File: config.mk
export PLATFORM = sky130hd
export DESIGN_NAME = nrzi_unstuff_rx
export DESIGN_NICKNAME = d
export VERILOG_FILES = /design/src/rtl/nrzi_unstuff_rx.sv
export SDC_FILE = /design/constraint.sdc
export NUM_CORES = 1
export LEC_CHECK = 0
export ABC_CLOCK_PERIOD_IN_PS = 1900
export CORE_UTILIZATION = 55
export CTS_CLUSTER_SIZE = 40
export DETAILED_ROUTE_END_ITERATION = 8
export PLACE_DENSITY_LB_ADDON = 0.12
export SYNTH_ARGS = -nofsm -noshare
export SYNTH_HDL_FRONTEND = slang
export SYNTH_SLANG_ARGS = --single-unit
File: constraint.sdc
create_clock -name clk -period 1.9 [get_ports clk]
set_clock_uncertainty 0.05 [all_clocks]
set_input_delay 0.285 -clock clk [delete_from_list [all_inputs] [get_ports clk]]
set_output_delay 0.285 -clock clk [all_outputs]
set_load 0.01 [all_outputs]
File: src/rtl/nrzi_unstuff_rx.sv
// USB-style receiver: NRZI decode, SYNC detect, bit unstuffing and EOP check.
// Define RX_BITCNT_EN to add the bit_cnt output (valid bits in the current packet).
module nrzi_unstuff_rx #(
   parameter int SYNC_ZEROS = 7,
   parameter int STUFF_RUN  = 6
) (
   input  logic        clk,
   input  logic        rst,
   input  logic        rx_en,
   input  logic        dp,
   input  logic        dm,
   output logic        bit_out,
   output logic        bit_valid,
   output logic        pkt_start,
   output logic        pkt_end,
   output logic        pkt_err,
   output logic        busy
`ifdef RX_BITCNT_EN
   ,
   output logic [10:0] bit_cnt
`endif
);

   localparam int ZW = $clog2(SYNC_ZEROS + 1);
   localparam int OW = $clog2(STUFF_RUN + 1);
   localparam logic [ZW-1:0] ZMAX = ZW'(SYNC_ZEROS);
   localparam logic [OW-1:0] OMAX = OW'(STUFF_RUN);

   typedef enum logic [2:0] {IDLE, SYNC, DATA, EOP, ABORT} state_t;

   state_t        state_q, state_d;
   logic          prev_q, prev_d;
   logic [ZW-1:0] zcnt_q, zcnt_d;
   logic [OW-1:0] ones_q, ones_d;
   logic [1:0]    se0_cnt_q, se0_cnt_d;
   logic          last_se0_q;
   logic          bit_q, bit_d, valid_q, valid_d;
   logic          start_q, start_d, end_q, end_d, err_q, err_d, busy_q;

   logic is_j, is_k, is_se0, is_se1, is_jk, dec;
   assign is_j   = dp & ~dm;
   assign is_k   = ~dp & dm;
   assign is_se0 = ~dp & ~dm;
   assign is_se1 = dp & dm;
   assign is_jk  = is_j | is_k;
   // J is level 1; an unchanged level decodes as 1
   assign dec    = (dp == prev_q);

   always_comb begin
      state_d   = state_q;
      prev_d    = prev_q;
      zcnt_d    = zcnt_q;
      ones_d    = ones_q;
      se0_cnt_d = se0_cnt_q;
      bit_d     = 1'b0;
      valid_d   = 1'b0;
      start_d   = 1'b0;
      end_d     = 1'b0;
      err_d     = 1'b0;
      if (is_jk) prev_d = dp;
      if (!rx_en) begin
         state_d = IDLE;
      end else begin
         case (state_q)
            IDLE: begin
               if (is_jk && !dec) begin
                  state_d = SYNC;
                  zcnt_d  = ZW'(1);
               end
            end
            SYNC: begin
               if (is_se1) begin
                  err_d   = 1'b1;
                  state_d = ABORT;
               end else if (is_se0) begin
                  state_d = IDLE;
               end else if (!dec) begin
                  if (zcnt_q == ZMAX) state_d = IDLE;
                  else zcnt_d = zcnt_q + ZW'(1);
               end else if (zcnt_q == ZMAX) begin
                  state_d = DATA;
                  start_d = 1'b1;
                  ones_d  = '0;
               end else begin
                  state_d = IDLE;
               end
            end
            DATA: begin
               if (is_se1) begin
                  err_d   = 1'b1;
                  state_d = ABORT;
               end else if (is_se0) begin
                  state_d   = EOP;
                  se0_cnt_d = 2'd1;
               end else if (ones_q == OMAX) begin
                  // a full run of ones must be followed by the stuffed zero
                  if (dec) begin
                     err_d   = 1'b1;
                     state_d = ABORT;
                  end else begin
                     ones_d = '0;
                  end
               end else begin
                  bit_d   = dec;
                  valid_d = 1'b1;
                  ones_d  = dec ? ones_q + OW'(1) : '0;
               end
            end
            EOP: begin
               if (is_se0) begin
                  if (se0_cnt_q != 2'd3) se0_cnt_d = se0_cnt_q + 2'd1;
               end else if (is_j) begin
                  end_d   = (se0_cnt_q == 2'd2);
                  err_d   = (se0_cnt_q != 2'd2);
                  state_d = IDLE;
               end else begin
                  err_d   = 1'b1;
                  state_d = ABORT;
               end
            end
            ABORT: begin
               if (is_se1) err_d = 1'b1;
               else if (is_j && last_se0_q) state_d = IDLE;
            end
            default: state_d = IDLE;
         endcase
      end
   end

   always_ff @(posedge clk) begin
      if (rst) begin
         state_q    <= IDLE;
         prev_q     <= 1'b1;
         zcnt_q     <= '0;
         ones_q     <= '0;
         se0_cnt_q  <= '0;
         last_se0_q <= 1'b0;
         bit_q      <= 1'b0;
         valid_q    <= 1'b0;
         start_q    <= 1'b0;
         end_q      <= 1'b0;
         err_q      <= 1'b0;
         busy_q     <= 1'b0;
      end else begin
         state_q    <= state_d;
         prev_q     <= prev_d;
         zcnt_q     <= zcnt_d;
         ones_q     <= ones_d;
         se0_cnt_q  <= se0_cnt_d;
         last_se0_q <= is_se0;
         bit_q      <= bit_d;
         valid_q    <= valid_d;
         start_q    <= start_d;
         end_q      <= end_d;
         err_q      <= err_d;
         busy_q     <= (state_d != IDLE);
      end
   end

   assign bit_out   = bit_q;
   assign bit_valid = valid_q;
   assign pkt_start = start_q;
   assign pkt_end   = end_q;
   assign pkt_err   = err_q;
   assign busy      = busy_q;

`ifdef RX_BITCNT_EN
   logic [10:0] bit_cnt_q;
   always_ff @(posedge clk) begin
      if (rst) bit_cnt_q <= '0;
      else if (start_d) bit_cnt_q <= '0;
      else if (valid_d && bit_cnt_q != 11'd2047) bit_cnt_q <= bit_cnt_q + 11'd1;
   end
   assign bit_cnt = bit_cnt_q;
`endif

endmodule

# Word-level counts from Yosys, hierarchy flattened
# Index checks and enable logic that the tools add are counted.
# W data, S select, Z words.
op_classes:
  addsub: 3
  n_eq_ne: 23
  n_mux: 47
  n_bitwise: 13
  reduce_logical: 17
op_table:
  columns: ["op", "n"]
  rows:
  - ["$mux W3", 28]
  - ["$ne A2 B2 Y1 const B", 14]
  - ["$pmux W3 S5", 1]
  - ["$pmux W3 S2", 2]
  - ["$reduce_or A6 Y1", 2]
  - ["$mux W2", 5]
  - ["$reduce_or A5 Y1", 2]
  - ["$eq A3 B3 Y1 const B", 3]
  - ["$mux W1", 9]
  - ["$reduce_and A9 Y1", 1]
  - ["$not A1 Y1", 8]
  - ["$reduce_and A7 Y1", 1]
  - ["$add A3 B1 Y3 const B", 2]
  - ["$eq A3 B2 Y1 const B", 2]
  - ["$reduce_and A6 Y1", 1]
  - ["$reduce_bool A2 Y1", 3]
  - ["$and A1 B1 Y1", 4]
  - ["$pmux W2 S2", 1]
  - ["$reduce_or A2 Y1", 2]
  - ["$eq A3 B1 Y1 const B", 1]
  - ["$logic_not A3 Y1", 1]
  - ["$ne A3 B3 Y1 const B", 1]
  - ["$pmux W1 S3", 1]
  - ["$reduce_bool A3 Y1", 1]
  - ["other kinds (6)", 7]
totals:
  reg_bits: 19
  inputBits: 5
  output_inout_bits: 6
  elab_cells: 115

# Logic depth before layout (Yosys ltp)
depth:
  depth_word: 8
  ltp_mapped: 8
  mapped_depth_nobuf: 7

# Least setup slack after synthesis
# Ideal clock, no wire load.
synth_timing:
  path_kind: "register -> register"
  from: "register zcnt_q[0]"
  to: "register ones_q[2]"
  setup_ns: 0.071
  arrival_time_ns: 1.529
  required_ns: 1.779
  setup_slack_ns: 0.251
  path_stages_with_launch: 7
  n_path_buf: 0
  synth_period_minus_slack_ns: 1.649
  cell_sequence: "dfxtp_1 -> ha_1 -> ha_1 -> and4b_1 -> o2111ai_2 -> or4_1 -> a21oi_1"
synth_between:
  elab_chain_len: 3
synth_lines:
  columns: ["element", "line_no", "source"]
  rows:
  - ["start: declaration", "33", "logic [ZW-1:0] zcnt_q, zcnt_d;"]
  - ["start signal: assignment", "147", "zcnt_q <= zcnt_d;"]
  - ["$eq A3 B3 Y1", "80", "end else if (zcnt_q == ZMAX) begin"]
  - ["$ne A2 B2 Y1 (no line)", null, null]
  - ["$reduce_and A9 Y1 (no line)", null, null]
  - ["end signal: assignment", "148", "ones_q <= ones_d;"]
  - ["end: declaration", "34", "logic [OW-1:0] ones_q, ones_d;"]
# Every way passes these cells.
# A chain may end at the register's enable or synchronous reset.

# Worst setup path in the final report
layout_timing:
  from: "input port dm"
  to: "register busy_q (netlist: busy)"
layout_between:
  elab_cells_between_ends: 20
  classes_between: "mux (11); bitwise (6); reduce/logical (3)"
layout_rtl:
  columns: ["element", "line_no", "source"]
  rows:
  - ["start: declaration", "11", "input logic dm,"]
  - ["$not A1 Y1 (*)", "43", "assign is_se0 = ~dp & ~dm;"]
  - ["$and A1 B1 Y1 (*)", "43", null]
  - ["via is_se0", "40", "logic is_j, is_k, is_se0, is_se1, is_jk, dec;"]
  - ["$mux W3, on equally long branches", "92, 75", null]
  - ["$mux W3, on equally long branches", "89, 72", null]
  - ["$pmux W3 S5 (*)", "64", "case (state_q)"]
  - ["$mux W3 (*)", "61", "if (!rx_en) begin"]
  - ["$reduce_bool A3 Y1 (*)", "156", "busy_q <= (state_d != IDLE);"]
  - ["end signal: assignment", "156", null]
  - ["end: declaration", "38", "logic start_q, start_d, end_q, end_d, err_q, err_d, busy_q;"]
# The timed path passes the listed nets; every way through them passes the cells marked *.

==> summary.txt <==
Timing
  • Setup-failing EPs final: 0
  • Max transition margin: 0.7444
  • Period minus WS final: 1821 ps
  • Final period util: 0.9584
  • Final Hold Vio Count: 0
  • Max frequency: 549.2 MHz
  • Worst-Margin Slew: 382.9 ps
  • Unrepaired setup endpoints after global routing: false
  • Slew Viols, Final: 0
  • Setup ws final: 79.03 ps

Place
  • Port buffer count: 10
  • Global placer's final weighted congestion: 0.9344
  • Dpl ws: -384.6 ps
  • DP Wirelength: 1875 µm

Die
  • Num rows: 15
  • Die X: 46.97 µm
  • Io pins: 11
  • Die Area: 2206 µm²
  • Die height: 46.97 µm
  • Core ar.: 1802 µm²
  • Initial Util: 0.6174

Worst setup path
  • WP buf/inv: 2
  • Critical path peak fanout: 5
  • Critical-path cell list: clkdlybuf4s50_1 > inv_1 > ha_2 > or3b_1 > a31oi_1 > nor3_1 > nor3_1 > or2_1
  • Critical path class: in -> reg
  • Worst Setup End Kind: flop
  • Critical Path Max Stage Delay: 480 ps
  • Cell mode on critical path: nor3_1
  • CP max-delay cell: clkdlybuf4s50_1
  • Startpoint type of the worst setup path: input pin
  • WP data arrival: 2030 ps
  • Critical path required time: 2110 ps
  • Worst path top cell family by delay: simple AND/OR/NAND/NOR gates

Detailed routing
  • Initial DRC count: 39
  • Router iterations before antenna repair: 4
  • Vias/cell: 5.741
  • Via Count: 1062
  • Routed Antenna Nets: 0
  • DRC viols: 0
  • Drt wl/cell: 13.77 µm
  • Final wirelength: 2548 µm

Synth
  • Yosys cell types: 39
  • Adder-cell area share of the yosys netlist: 0.1125
  • Syn Nets: 147
  • Count of state elements after synthesis: 19
  • Post-synthesis compound-gate area fraction: 0.1440
  • Largest family of logic cells by synthesized area: simple AND/OR/NAND/NOR gates
  • Simple-Gate Fraction of Synth Area: 0.3138
  • EDFF count, synth: 0
  • Ys Warns: 0
  • Netlist Area Pre-Place: 1112 µm²
  • Biggest area consumer among synthesized cells: dfxtp_1
  • Top post-synthesis cells by area: dfxtp_1, ha_1, nand2_1
  • Mapped Avg Cell Area: 8.427 µm²
  • Most used DFF post-synth: dfxtp_1
  • Mux share of post-synthesis cell area: 0.01800
  • Post-Synth XOR/XNOR Area: 0.02250
  • Cells after Synth: 132
  • Sequential share of the synthesized area: 0.3420
  • Post-synth top area share: 0.3420
  • Ys async rst share: 0

Layout
  • Fill cell count: 137
  • Layout cells sized above 1: 0.2313
  • ANT cells: 0
  • Nets: 176
  • Syn-to-layout area delta: 29.13%

Pwr
  • Total Power: 761.5 µW
  • Max VDD drop: 478.1 µV
  • Leakage: 0.0005885 µW
  • PD cells: 530.1 nW/µm²

Clock tree
  • Clk root buf: clkbuf_4
  • H-Tree Depth: 1
  • CTS tree: built
  • Clock Path Buffers: 2
  • Clk sink count: 19
  • Clock buffers created by TritonCTS: 3
  • Clock-pin slew on the worst setup and hold paths: 110 ps
  • Hold bufs inserted after CTS: 0
  • Clock Latency Late Sink: 300 ps

Worst hold path
  • Tightest Hold Check Type: in -> reg

Global routing
  • Grt ovf: 0
  • Antenna violations before repair: 0
  • Vias in the first global route: 981
  • Largest net degree at the start of global routing: 12
  • Gr usage total: 0.2634
  • First-pass GRT wire length: 4057 µm

Outcome
  • Outcome: completed

Flow run
  • Max cap viols: 0
-- power breakdown --
group          leakage (µW)  switching, µW  internal [µW]
combinational      0.000416           66.3           68.2
sequential         0.000155           9.17            406
clock             0.0000177            133           78.7
-- registers in the layout, indices dropped and copies added, names as in the netlist --
signal and count:
bit_out 1, bit_valid 1, busy 1, last_se0_q 1, ones_q 3, pkt_end 1, pkt_err 1, pkt_start 1
prev_q 1, se0_cnt_q 2, state_q 3, zcnt_q 3
-- worst reg2reg max path: cells and delay by family, from the launching register on --
kind	cells	cell delay [ps]
AOI/OAI and AO/OA	2	290
adders and majority gates	2	380
DFF	1	360
and+or+nand+nor	2	640
-- through the flow --
stage | hold slack, ps | instance area [µm²] | cells | util | setup TNS, ps
after CTS | 422.1 | 1405 | 184 | 0.7799 | -8.819
final | 236.8 | 1436 | 185 | 0.7972 | 0
after floorplan | 357.6 | 1112 | 132 | - | 0
after global routing | 255.9 | 1436 | 185 | 0.7972 | 0
after global placement | 393.5 | 1360 | 180 | 0.7549 | -2144
after detailed placement | 406.2 | 1360 | 180 | 0.7549 | -3098
-- path summary, 6_finish.rpt --
check                 start        end  slack, ps  depth (start not counted)
hold / removal           dp     prev_q        240                          2
hold reg to reg   zcnt_q[1]  zcnt_q[1]        420                          2
setup / recovery         dm       busy         80                          8
setup reg to reg  zcnt_q[0]  ones_q[2]        120                          6
-- cells in the final DEF (no fill, tap or decap), drive strengths merged, types with 4 or more instances in the layout --
| master | n |
|---|---|
| inv | 7 |
| buf | 20 |
| nor3 | 6 |
| clkdlybuf4s50 | 9 |
| ha | 10 |
| a21oi | 8 |
| nand3 | 5 |
| nor2 | 12 |
| nand2 | 12 |
| nor2b | 4 |
| dfxtp | 19 |
-- kinds of logic after synthesis --
logic type               after synthesis
buffers and inverters                 13
XOR/XNOR                               2
adder cells (fa/ha/maj)               10
AO/OA/AOI/OAI                         23
multiplexers                           2
AND/OR/NAND/NOR                       63
flip-flops                            19
-- cells in the mapped netlist, drive strengths merged, types with 2 or more instances --
cell / instances
dfxtp: 19
nand2: 12
nor2: 12
ha: 10
a21oi: 8
inv: 7
nor3: 6
nand3: 5
clkbuf: 4
nor2b: 4
a31oi: 3
and3: 3
nand2b: 3
nor4: 3
o21ai: 3
or2: 3
buf: 2
mux2i: 2
nor3b: 2
o2111ai: 2
or3: 2
or3b: 2
-- layer usage --
layer | track usage | vias to the layer above | wire (µm) | part of all wire
met3 | 0.03462 | 8 | 93 | 0.036
li1 | - | 529 | - | -
met2 | 0.4722 | 31 | 1308 | 0.51
met4 | 0.1429 | 0 | 65 | 0.026
met1 | 0.3007 | 494 | 1080 | 0.42
met5 | 0 | - | 0 | 0
-- area by class of cell --
cell class	instances	area [µm²]	share of cell area
well taps	25	31.28	0.02178
repair buffers	30	252.7	0.1760
multi-input cells	100	715.7	0.4983
clock buffers	3	22.52	0.01568
clock inverters	1	5.005	0.003484
flip-flops and latches	19	382.9	0.2665
inverters	7	26.28	0.01829
-- timing repair --
| action | 4_1_cts | 5_1_grt |
|---|---|---|
| resized for setup | 2 | 8 |
| buffers inserted | 0 | 1 |
| endpoints found under the setup margin | 3 | 7 |
| pin swaps | 1 | 3 |
Note: power is estimated with default switching activity, not from simulation.
